===== src/rtl/screen_rom_reader_if.sv =====
// Scan-position, ROM and pixel-output signals of the screen ROM reader.
// The master drives the scan and ROM data; the slave is the reader itself.
interface screen_rom_reader_if #(
  parameter int ADDR_W = 17
);
  logic              i_pix_en;
  logic              i_active;
  logic [9:0]        i_x;
  logic [9:0]        i_y;
  logic              i_frame_start;
  logic [ADDR_W-1:0] o_addr;
  logic [7:0]        i_rom_data;
  logic [7:0]        o_pixel;
  logic              o_pixel_valid;
  logic              o_frame_done;

  modport master (
    output i_pix_en, i_active, i_x, i_y, i_frame_start, i_rom_data,
    input  o_addr, o_pixel, o_pixel_valid, o_frame_done
  );

  modport slave (
    input  i_pix_en, i_active, i_x, i_y, i_frame_start, i_rom_data,
    output o_addr, o_pixel, o_pixel_valid, o_frame_done
  );
endinterface


===== src/rtl/screen_rom_reader.sv =====
// Raster-side screen ROM reader: maps in-window scan positions to row-major ROM
// addresses and registers the returned byte. Colour keying: SCREEN_ROM_READER_TRANSP_EN.
module screen_rom_reader #(
  parameter int         IMG_W     = 471,
  parameter int         IMG_H     = 250,
  parameter int         X0        = 84,
  parameter int         Y0        = 115,
  parameter int         ADDR_W    = 17,
  parameter logic [7:0] BG_COLOR  = 8'h00,
  parameter logic [7:0] KEY_COLOR = 8'hFF
) (
  input logic                i_clk2,
  input logic                i_rst_n,
  screen_rom_reader_if.slave bus
);

`ifdef SCREEN_ROM_READER_TRANSP_EN
  localparam bit TRANSP_EN = 1'b1;
`else
  localparam bit TRANSP_EN = 1'b0;
`endif

  localparam logic [9:0]        X_LO      = 10'(X0);
  localparam logic [9:0]        X_HI      = 10'(X0 + IMG_W - 1);
  localparam logic [9:0]        Y_LO      = 10'(Y0);
  localparam logic [9:0]        Y_HI      = 10'(Y0 + IMG_H - 1);
  localparam logic [ADDR_W-1:0] LAST_ADDR = ADDR_W'(IMG_W * IMG_H - 1);

  logic [ADDR_W-1:0] r_addr;
  logic [ADDR_W-1:0] r_addr_cnt;
  logic              r_hit_a;
  logic              r_hit_b;
  logic              r_frame_done;
  logic [7:0]        r_pixel;
  logic              r_pixel_valid;

  logic              w_in_win;
  logic              w_tick_in;
  logic [ADDR_W-1:0] w_issue_addr;
  logic              w_issue_last;
  logic              w_key_hit;

  assign w_in_win = bus.i_active
                 && (bus.i_x >= X_LO) && (bus.i_x <= X_HI)
                 && (bus.i_y >= Y_LO) && (bus.i_y <= Y_HI);

  assign w_tick_in = bus.i_pix_en && w_in_win;

  // A frame start on the same tick restarts the image, so that pixel gets address 0.
  assign w_issue_addr = bus.i_frame_start ? '0 : r_addr_cnt;
  assign w_issue_last = (w_issue_addr == LAST_ADDR);

  assign w_key_hit = TRANSP_EN && (bus.i_rom_data == KEY_COLOR);

  always_ff @(posedge i_clk2 or negedge i_rst_n) begin
    if (!i_rst_n) begin
      r_addr       <= '0;
      r_addr_cnt   <= '0;
      r_hit_a      <= 1'b0;
      r_frame_done <= 1'b0;
    end else begin
      r_frame_done <= 1'b0;
      if (w_tick_in) begin
        r_addr       <= w_issue_addr;
        r_addr_cnt   <= w_issue_last ? '0 : w_issue_addr + ADDR_W'(1);
        r_frame_done <= w_issue_last;
      end else if (bus.i_frame_start) begin
        r_addr_cnt <= '0;
      end
      if (bus.i_pix_en) begin
        r_hit_a <= w_in_win;
      end
    end
  end

  // hit_b lines up with the ROM's one-clock read latency before the byte is captured.
  always_ff @(posedge i_clk2 or negedge i_rst_n) begin
    if (!i_rst_n) begin
      r_hit_b       <= 1'b0;
      r_pixel       <= BG_COLOR;
      r_pixel_valid <= 1'b0;
    end else begin
      r_hit_b <= r_hit_a;
      if (r_hit_b && !w_key_hit) begin
        r_pixel       <= bus.i_rom_data;
        r_pixel_valid <= 1'b1;
      end else begin
        r_pixel       <= BG_COLOR;
        r_pixel_valid <= 1'b0;
      end
    end
  end

  assign bus.o_addr        = r_addr;
  assign bus.o_frame_done  = r_frame_done;
  assign bus.o_pixel       = r_pixel;
  assign bus.o_pixel_valid = r_pixel_valid;

endmodule


===== src/flat_wrapper.sv =====
// flat-port wrapper written by rule: the top's interface ports become plain ports
module screen_rom_reader_flat 
#(
  parameter int         IMG_W     = 471,
  parameter int         IMG_H     = 250,
  parameter int         X0        = 84,
  parameter int         Y0        = 115,
  parameter int         ADDR_W    = 17,
  parameter logic [7:0] BG_COLOR  = 8'h00,
  parameter logic [7:0] KEY_COLOR = 8'hFF
)
  (i_clk2, i_rst_n, bus_i_pix_en, bus_i_active, bus_i_x, bus_i_y, bus_i_frame_start, bus_i_rom_data, bus_o_addr, bus_o_pixel, bus_o_pixel_valid, bus_o_frame_done);
  screen_rom_reader_if #(.ADDR_W(ADDR_W)) bus_i ();
  input logic i_clk2;
  input logic i_rst_n;
  input wire logic [$bits(bus_i.i_pix_en)-1:0] bus_i_pix_en;
  input wire logic [$bits(bus_i.i_active)-1:0] bus_i_active;
  input wire logic [$bits(bus_i.i_x)-1:0] bus_i_x;
  input wire logic [$bits(bus_i.i_y)-1:0] bus_i_y;
  input wire logic [$bits(bus_i.i_frame_start)-1:0] bus_i_frame_start;
  input wire logic [$bits(bus_i.i_rom_data)-1:0] bus_i_rom_data;
  output wire logic [$bits(bus_i.o_addr)-1:0] bus_o_addr;
  output wire logic [$bits(bus_i.o_pixel)-1:0] bus_o_pixel;
  output wire logic [$bits(bus_i.o_pixel_valid)-1:0] bus_o_pixel_valid;
  output wire logic [$bits(bus_i.o_frame_done)-1:0] bus_o_frame_done;
  assign bus_i.i_pix_en = bus_i_pix_en;
  assign bus_i.i_active = bus_i_active;
  assign bus_i.i_x = bus_i_x;
  assign bus_i.i_y = bus_i_y;
  assign bus_i.i_frame_start = bus_i_frame_start;
  assign bus_i.i_rom_data = bus_i_rom_data;
  assign bus_o_addr = bus_i.o_addr;
  assign bus_o_pixel = bus_i.o_pixel;
  assign bus_o_pixel_valid = bus_i.o_pixel_valid;
  assign bus_o_frame_done = bus_i.o_frame_done;
  screen_rom_reader #(.IMG_W(IMG_W), .IMG_H(IMG_H), .X0(X0), .Y0(Y0), .ADDR_W(ADDR_W), .BG_COLOR(BG_COLOR), .KEY_COLOR(KEY_COLOR)) u_core (.i_clk2(i_clk2), .i_rst_n(i_rst_n), .bus(bus_i));
endmodule

===== config.mk =====
export PLATFORM = sky130hd
export DESIGN_NAME = screen_rom_reader_flat
export DESIGN_NICKNAME = d
export VERILOG_FILES = /design/src/rtl/screen_rom_reader_if.sv /design/src/rtl/screen_rom_reader.sv /design/src/flat_wrapper.sv
export SDC_FILE = /design/constraint.sdc
export NUM_CORES = 1
export LEC_CHECK = 0
export BUFFER_PORTS_ARGS = -buffer_cell sky130_fd_sc_hd__buf_2
export CAP_MARGIN = 20
export CORE_ASPECT_RATIO = 0.7
export CORE_UTILIZATION = 30
export DETAILED_ROUTE_END_ITERATION = 12
export PLACE_DENSITY = 0.49
export SKIP_CTS_REPAIR_TIMING = 1
export SLEW_MARGIN = 5
export SYNTH_ARGS = -nofsm -noshare
export SYNTH_HDL_FRONTEND = slang
export SYNTH_SLANG_ARGS = --single-unit

===== constraint.sdc =====
create_clock -name i_clk2 -period 2.7 [get_ports i_clk2]
set_clock_uncertainty 0.15 [all_clocks]
set_input_delay 0.135 -clock i_clk2 [delete_from_list [all_inputs] [get_ports i_clk2]]
set_output_delay 0.135 -clock i_clk2 [all_outputs]
set_load 0.1 [all_outputs]

### Word level (Yosys, flattened, before mapping)

Cells that the tools add are included.

| cells by class | value |
|---|---|
| mux-type cells | 6 |
| equality and inequality tests | 1 |
| reductions and logical operators | 5 |
| order comparisons | 4 |
| $add $sub $neg | 1 |

Operators by type and width:

| kind | number |
|---|---|
| $mux 17 | 3 |
| $ge 10x7->1 const B | 2 |
| $add 17x1->17 const B | 1 |
| $eq 17x17->1 const B | 1 |
| $le 10x10->1 const B | 1 |
| $le 10x9->1 const B | 1 |
| $mux 8 | 1 |
| $logic_and 1x1->1 | 5 |
| $mux 1 | 2 |

| storage, ports and cells | value |
|---|---|
| output and inout bits | 27 |
| bits of input ports | 33 |
| bits in registers | 46 |

### Depth between registers and ports, before layout

Gate-level depths: netlist of run 1.

| depth | value |
|---|---|
| depth in word-level cells | 7 |
| depth in mapped cells | 10 |
| mapped depth without buffers | 8 |

### Least setup slack after synthesis of run 1

No wires, ideal clock.

| path | value |
|---|---|
| path kind | input to register |
| start | in bus_i_frame_start |
| end | reg u_core.r_addr_cnt[16] |
| path buffers | 2 |
| stages on the path | 10 |
| arrival | 2.135 ns |
| path slack | 0.334 ns |
| data required time | 2.470 ns |
| cell sequence | clkbuf_1 -> clkbuf_1 -> nand2b_1 -> inv_1 -> ha_1 -> nand4b_1 -> nor4_1 -> nand3_1 -> or4_4 -> o211ai_2 |

| between the ends | value |
|---|---|
| longest elaborated chain between the ends | 4 |
| elaborated cells between the ends (all ways) | 5 |
| classes of those cells | 1 x add/sub; 1 x eq/ne; 3 x mux |

Ends and longest elaborated chain:

| item | RTL line | RTL |
|---|---|---|
| start, declared | flat_wrapper.sv:20 | `input wire logic [$bits(bus_i.i_frame_start)-1:0] bus_i_frame_start;` |
| $mux 17 * | screen_rom_reader.sv:50 | `assign w_issue_addr = bus.i_frame_start ? '0 : r_addr_cnt;` |
| net u_core.w_issue_addr[0] | screen_rom_reader.sv:39 | `logic [ADDR_W-1:0] w_issue_addr;` |
| $add 17x1->17 or $eq 17x17->1 (tied branches) | screen_rom_reader.sv:65, screen_rom_reader.sv:51 |  |
| $mux 17 * | screen_rom_reader.sv:65 | `r_addr_cnt <= w_issue_last ? '0 : w_issue_addr + ADDR_W'(1);` |
| $mux 17 * | screen_rom_reader.sv:63 | `if (w_tick_in) begin` |
| end signal, assigned | screen_rom_reader.sv:65 |  |
| end, declared | screen_rom_reader.sv:30 | `logic [ADDR_W-1:0] r_addr_cnt;` |

The timed path passes the listed nets; every way through them passes the cells marked *.
A chain may end at the register's enable or synchronous reset.

### Final worst setup path of run 1

| path | value |
|---|---|
| start | reg u_core.r_addr_cnt[1] |
| end | reg u_core.r_addr_cnt[16] |

| between the ends | value |
|---|---|
| longest elaborated chain between the ends | 4 |
| elaborated cells between the ends (all ways) | 5 |
| classes of those cells | 1 x add/sub; 1 x eq/ne; 3 x mux |

Ends and longest elaborated chain:

| item | RTL line |
|---|---|
| $mux 17 * | screen_rom_reader.sv:50 |
| net u_core.w_issue_addr[1] | screen_rom_reader.sv:39 |
| $add 17x1->17 or $eq 17x17->1 (tied branches) | screen_rom_reader.sv:65, screen_rom_reader.sv:51 |
| $mux 17 * | screen_rom_reader.sv:65 |
| $mux 17 * | screen_rom_reader.sv:63 |

Marked as above.

==> results of run 1 <==
[cell usage after synthesis (2+ instances only)]
cell | instances | area share, %
nor2b_1 | 15 | 4.1
dfrtp_1 | 46 | 50
a21oi_1 | 3 | 0.65
nand2_1 | 17 | 2.8
inv_1 | 4 | 0.65
mux2_2 | 5 | 2.4
nand4b_1 | 3 | 1.1
nand2b_1 | 5 | 1.4
nor4_1 | 2 | 0.54
nor3_1 | 4 | 0.87
ha_1 | 2 | 1.1
buf_4 | 2 | 0.65
nor2_1 | 9 | 1.5
nand3_1 | 10 | 2.2
and3_1 | 4 | 1.1
and4b_1 | 2 | 0.87
and2_1 | 9 | 2.4
a31oi_1 | 18 | 4.9
clkbuf_1 | 4 | 0.65
o21ai_0 | 18 | 3.9
nand4_1 | 6 | 1.6
mux2_1 | 7 | 3.4
[final cells by class]
cell class	instances	area (sq um)	area share, %
Clock buffer	7	86.33	2.929
Clock inverter	1	5.005	0.1698
Inverter	4	15.01	0.5093
Multi-Input combinational cell	162	1092	37.05
Sequential cell	46	1151	39.05
Tap cell	98	122.6	4.160
Timing Repair Buffer	78	475.5	16.13
[kinds of logic (layout without fill, tap and decap cells)]
kind of cell	count (synthesis)	after routing	synth area share, %
xor+xnor	1	1	0.3801
buf+inv	12	90	2.659
simple gates	96	96	25.19
fa+ha+maj	2	2	1.086
flops	46	46	49.95
mux	12	12	5.863
compound gates	51	51	14.88
[power groups by stage]
stage	Sequential (W)	Clock, W	Combinational (W)
6_report	0.000700	0.000440	0.000154
5_1_grt	0.000701	0.000485	0.000168
4_1_cts	0.000700	0.000460	0.000142
3_5_place_dp	0.000714	0	0.000142
3_3_place_gp	0.000714	0	0.000141
2_1_floorplan	0.000753	0	0.0000385
[stage by stage]
step                      hold slack [ps]  utilization [%]  cells
after global placement              203.6            37.22    377
after CTS                          -115.9            38.46    385
final                               76.92            40.10    396
after detailed placement            202.4            37.22    377
after floorplan                    -310.6                -    220
after global routing                92.90            40.10    396
[cells in the final DEF (no fill, tap or decap), types with 3 or more instances in the layout]
master / Yosys / final
dlygate4sd3_1: 0 / 10
nand4_1: 6 / 6
nor2_1: 9 / 9
clkbuf_8: 0 / 6
and2_1: 9 / 9
a21oi_1: 3 / 3
nand4b_1: 3 / 3
a31oi_1: 18 / 18
dfrtp_1: 46 / 46
nor3_1: 4 / 4
and3_1: 4 / 4
nor2b_1: 15 / 15
buf_4: 2 / 8
buf_2: 1 / 59
nand3_1: 10 / 10
mux2_1: 7 / 7
mux2_2: 5 / 5
inv_1: 4 / 4
nand2_1: 17 / 17
o21ai_0: 18 / 18
nand2b_1: 5 / 5
[worst max path at each step]
| stage | startpoint | endpoint | cells after the start |
|---|---|---|---|
| 6_report | u_core.r_addr_cnt[1] | u_core.r_addr_cnt[16] | 7 |
| 5_1_grt | u_core.r_addr_cnt[1] | u_core.r_addr_cnt[16] | 7 |
| 4_1_cts | u_core.r_addr_cnt[1] | u_core.r_addr_cnt[16] | 7 |
| 3_5_place_dp | bus_i_x[8] | u_core.bus.o_addr[5] | 7 |
| 3_3_place_gp | bus_i_x[8] | u_core.bus.o_addr[5] | 7 |
| 2_1_floorplan | bus_i_frame_start | u_core.r_addr_cnt[16] | 10 |
[sequential cells by signal, summed over array words and instances, names as in the netlist]
| name | cells |
|---|---|
| u_core.bus.o_pixel | 8 |
| u_core.bus.o_pixel_valid | 1 |
| u_core.r_hit_b | 1 |
| u_core.bus.o_frame_done | 1 |
| u_core.bus.o_addr | 17 |
| u_core.r_hit_a | 1 |
| u_core.r_addr_cnt | 17 |
[worst max-delay path: cells and delay by family (launching register included)]
kind,cells,cell delay (ps)
compound gates,1,70
simple gates,5,1310
fa+ha+maj,1,220
flops,1,340
[layer usage]
metal / vias up / wire length (um) / global-route usage [%]
met1: 969 / 2970 / 21.27
met3: 8 / 229 / 3.165
met2: 43 / 2500 / 26.38
met4: 0 / 57 / 4.566
met5: - / 0 / 0
li1: 965 / - / -
==> impl_metrics.csv, run 1 <==
group,metric,value,unit
run_status,outcome,"finished clean",
detailed_routing,drc,0,
pwr,clock_power_share,34.0,%
pwr,power,0.001294,W
worst_hold_path,hold_path_class,"primary input to asynchronous set/reset pin",
detailed_routing,routedWlPerCell,14.54,um
pwr,seqPwrFrac,54.1,%
setup_path,worstPathArrival,2250,ps
setup_path,startpoint_type,"flop",
floorplanning,io_pins,60,
global_routing,track_usage,15.83,%
detailed_routing,drt_first_iter_violations,93,
finish,nets,332,
global_routing,grt_max_degree,47,
detailed_routing,via_per_inst,5.013,
setup_path,regToRegSetupSlack,540,ps
pwr,combPwrFrac,11.9,%
synthesis,ys_warn_count,0,
synthesis,yosysSeqAreaShare,49.95,%
timing,tightest_slew,495.0,ps
setup_path,crit_fanout,4,
detailed_routing,routed_wl,5757,um
timing,rsz0062_at_grt,"false",
global_routing,grt_pass1_vias,1982,
timing,slew_viol_final,0,
detailed_routing,num_vias,1985,
clock_network,cts_inserted_buffers,5,
floorplanning,rows,26,
setup_path,r2r_start,"u_core.r_addr_cnt[1]",
detailed_routing,drtPass1Iterations,4,
placement,hpwl,4004,um
setup_path,worstPathCellList,"nor2b_1, ha_1, nand4b_1, nor4_1, nand3_1, or4_4, o211ai_2",
clock_network,root_buffer,"clkbuf_8",
synthesis,synth.avg_cell_area,10.48,sq um
synthesis,netlist_instances,220,
synthesis,synth-edff-count,0,
finish,diodes,0,
run,maxCapViolCount,0,
setup_path,crit_type,"flop to flop",
floorplanning,start_util,31.35,%
global_routing,antenna_found_initial,0,
placement,port_buffers,59,
finish,fin_area,2948,sq um
pwr,p_int,0.0009552,W
placement,gp_congestion,0.7864,
timing,fmax,462.0,MHz
pwr,switching_share,26.18,%
pwr,power_switching,0.0003388,W
timing,finalCriticalPeriod,2164,ps
finish,synthToLayoutAreaGrowth,27.90,%
synthesis,synth.cell_area,2305,sq um
synthesis,syn-num-nets,255,
synthesis,synth-async-reset-ratio,100.0,%
clock_network,cts_tree,"built",
setup_path,reg2reg_depth,7,
global_routing,grt_pass1_wl,9763,um
timing,relSlewSlack,67.22,%
setup_path,cp_slowest_cell,"or4_4",
clock_network,cts_sinks,46,
detailed_routing,antenna_left,0,
placement,pre_cts_ws,482.8,ps
placement,placed_area,2736,sq um
setup_path,worstPathRequired,2780,ps
synthesis,ys.flop_type,"dfrtp_1",
clock_network,clockBufferDepth,2,
setup_path,cp-end-kind,"flop",
timing,tns,0,ps
timing,fin_crit_sh,80.16,%
floorplanning,die-width,106.8,um
floorplanning,dieArea,8042,sq um
pwr,vdd_drop_max,0.0001739,V
timing,setup_ws,535.7,ps
floorplanning,core_region_area,7352,sq um
pwr,power.leakage,1.477,nW
finish,nFillCells,763,
setup_path,rr_endpoint,"u_core.r_addr_cnt[16]",
finish,drive_above_1_share,30.54,%
timing,setup_viol,0,
synthesis,synth_seq_cells,46,
clock_network,clkTransAtPathRegs,90,ps
clock_network,h-tree-depth,2,
setup_path,cpPeakStageDelay,430,ps
global_routing,grt-ovfl-total,0,
synthesis,netlist-cell-type-count,47,
clock_network,clk_latency,300,ps
timing,final-hold-violation-count,0,
floorplanning,fp.dieH,75.33,um
pwr,cellPowerDensity,439.0,nW/um^2
Power figures use the tool's default switching activity.
==> run 2, diff against run 1 <==
--- a/config.mk
+++ b/config.mk
@@ -10,7 +10,7 @@
 export CORE_ASPECT_RATIO = 0.7
 export CORE_UTILIZATION = 30
 export DETAILED_ROUTE_END_ITERATION = 12
-export PLACE_DENSITY = 0.49
+export PLACE_DENSITY = 0.51
 export SKIP_CTS_REPAIR_TIMING = 1
 export SLEW_MARGIN = 5
 export SYNTH_ARGS = -nofsm -noshare
==> constraint.sdc (replaced) <==
create_clock -name i_clk2 -period 1.75 [get_ports i_clk2]
set_clock_uncertainty 0.15 [all_clocks]
set_input_delay 0.0875 -clock i_clk2 [delete_from_list [all_inputs] [get_ports i_clk2]]
set_output_delay 0.0875 -clock i_clk2 [all_outputs]
set_load 0.1 [all_outputs]
==> run 2 against run 1 <==
  * Utilization increased by 5.0 points
  * Clock power rose by 61%
  * Final cell count up 7.6%
  * The run now ends with setup timing left
==> impl_metrics.csv, run 2 (synthesis results as in run 1) <==
group,metric,value,unit
run_status,outcome,"complete, but fails checks",
run_status,violations,"setup timing",
finish,final_cell_mix,"59 x buf_2, 46 x dfrtp_1, 32 x buf_4",
finish,diodes,0,
global_routing,grt-ovfl-total,0,
detailed_routing,drt_first_iter_violations,40,
floorplanning,rows,26,
finish,final_cells,426,
timing,fmax,499.2,MHz
placement,hpwl,4494,um
pwr,power,0.002058,W
global_routing,track_usage,16.72,%
timing,relSlewSlack,64.84,%
finish,nFillCells,718,
detailed_routing,routedWlPerCell,14.52,um
placement,gp_congestion,0.8142,
timing,slew_viol_final,0,
floorplanning,start_util,31.35,%
detailed_routing,antenna_left,0,
timing,final-hold-violation-count,0,
timing,setup_ws,-253.3,ps
global_routing,grt_pass1_vias,2089,
detailed_routing,drtPass1Iterations,4,
pwr,vdd_drop_max,0.0003389,V
finish,fin_area,3314,sq um
clock_network,clockBufferDepth,2,
setup_path,crit_type,"flop to flop",
clock_network,cts_inserted_buffers,5,
timing,holdWs,71.76,ps
setup_path,worstPathArrival,2090,ps
clock_network,cts_tree,"built",
global_routing,grt_pass1_wl,10400,um
setup_path,worstPathRequired,1840,ps
placement,port_buffers,59,
clock_network,root_buffer,"clkbuf_8",
worst_hold_path,hold_path_class,"primary input to flop",
setup_path,crit_fanout,3,
clock_network,h-tree-depth,2,
floorplanning,fp.dieH,75.33,um
detailed_routing,via_per_inst,4.962,
setup_path,startpoint_type,"flop",
timing,fin_crit_sh,114.5,%
clock_network,clk_latency,310,ps
pwr,cellPowerDensity,620.9,nW/um^2
global_routing,antenna_found_initial,0,
finish,nets,362,
detailed_routing,drc,0,
clock_network,clkTransAtPathRegs,90,ps
floorplanning,dieArea,8042,sq um
run,maxCapViolCount,0,
finish,drive_above_1_share,40.85,%
global_routing,grt_max_degree,27,
finish,layout_commonest_cell,"buf_2",
floorplanning,die-width,106.8,um
detailed_routing,num_vias,2114,
floorplanning,io_pins,60,
detailed_routing,routed_wl,6187,um
pwr,power.leakage,1.660,nW
timing,setup_viol,16,
clock_network,cts_sinks,46,
floorplanning,core_region_area,7352,sq um
setup_path,cp-end-kind,"flop",
placement,post-place-cells,405,
placement,placed_area,3022,sq um
timing,rsz0062_at_grt,"true",
timing,finalCriticalPeriod,2003,ps
finish,synthToLayoutAreaGrowth,43.81,%
timing,tightest_slew,527.5,ps
-- run 2: cell count changes in the layout (fill, tap and decap cells not counted), sizes merged --
| cell | before | now |
|---|---|---|
| clkbuf | 7 | 5 |
| buf | 68 | 98 |
| inv | 4 | 6 |
-- run 2: area by class of cell --
cell class,count,area (sq um),area share [%]
well taps,98,122.6,3.700
flip-flops and latches,46,1151,34.73
clock inverters,3,28.78,0.8683
inverters,4,15.01,0.4530
repair buffers,108,740.7,22.35
multi-input cells,162,1187,35.82
clock buffers,5,68.82,2.076
-- run 2: worst max-delay path: stages, from the launching register on --
cell and delay, ps:
dfrtp_1 360, nor2b_4 170, ha_4 140, nand4b_1 200
nor4_4 290, nand3_1 130, or4_4 430, o211ai_2 70
-- run 2: final timing paths --
check | startpoint | end | slack [ps] | depth (start not counted)
max | u_core.r_addr_cnt[1] | u_core.r_addr_cnt[16] | -250 | 7
min | bus_i_y[9] | u_core.r_addr_cnt[7] | 70 | 5
max reg2reg | u_core.r_addr_cnt[1] | u_core.r_addr_cnt[16] | -250 | 7
min reg2reg | u_core.r_hit_a | u_core.r_hit_b | 250 | 0
max in group asynchronous | i_rst_n | u_core.r_addr_cnt[3] | 800 | 3
min in group asynchronous | i_rst_n | u_core.bus.o_addr[15] | 130 | 2
-- run 2: power breakdown --
part	internal [W]	switching, W	leakage (nW)
logic	0.000101	0.000166	0.969
clock network	0.000299	0.000411	0.0506
registers	0.00107	0.00000735	0.641
-- run 2: metrics by stage --
stage	TNS (ps)	setup WS (ps)	utilization, %
final	-2038	-253.3	45.08
after global routing	-4945	-383.6	45.08
after CTS	-3520	-357.4	42.43
after detailed placement	-7037	-321.1	41.10
after global placement	-6901	-290.9	41.10
after floorplan	-2027	-329.5	-
-- run 2: layer usage --
metal | share of wire, % | GRT usage [%] | vias up
li1 | - | - | 1022
met1 | 52 | 24.15 | 1036
met2 | 42 | 25.59 | 46
met3 | 5.3 | 3.422 | 10
met4 | 1.2 | 4.871 | 0
met5 | 0 | 0 | -
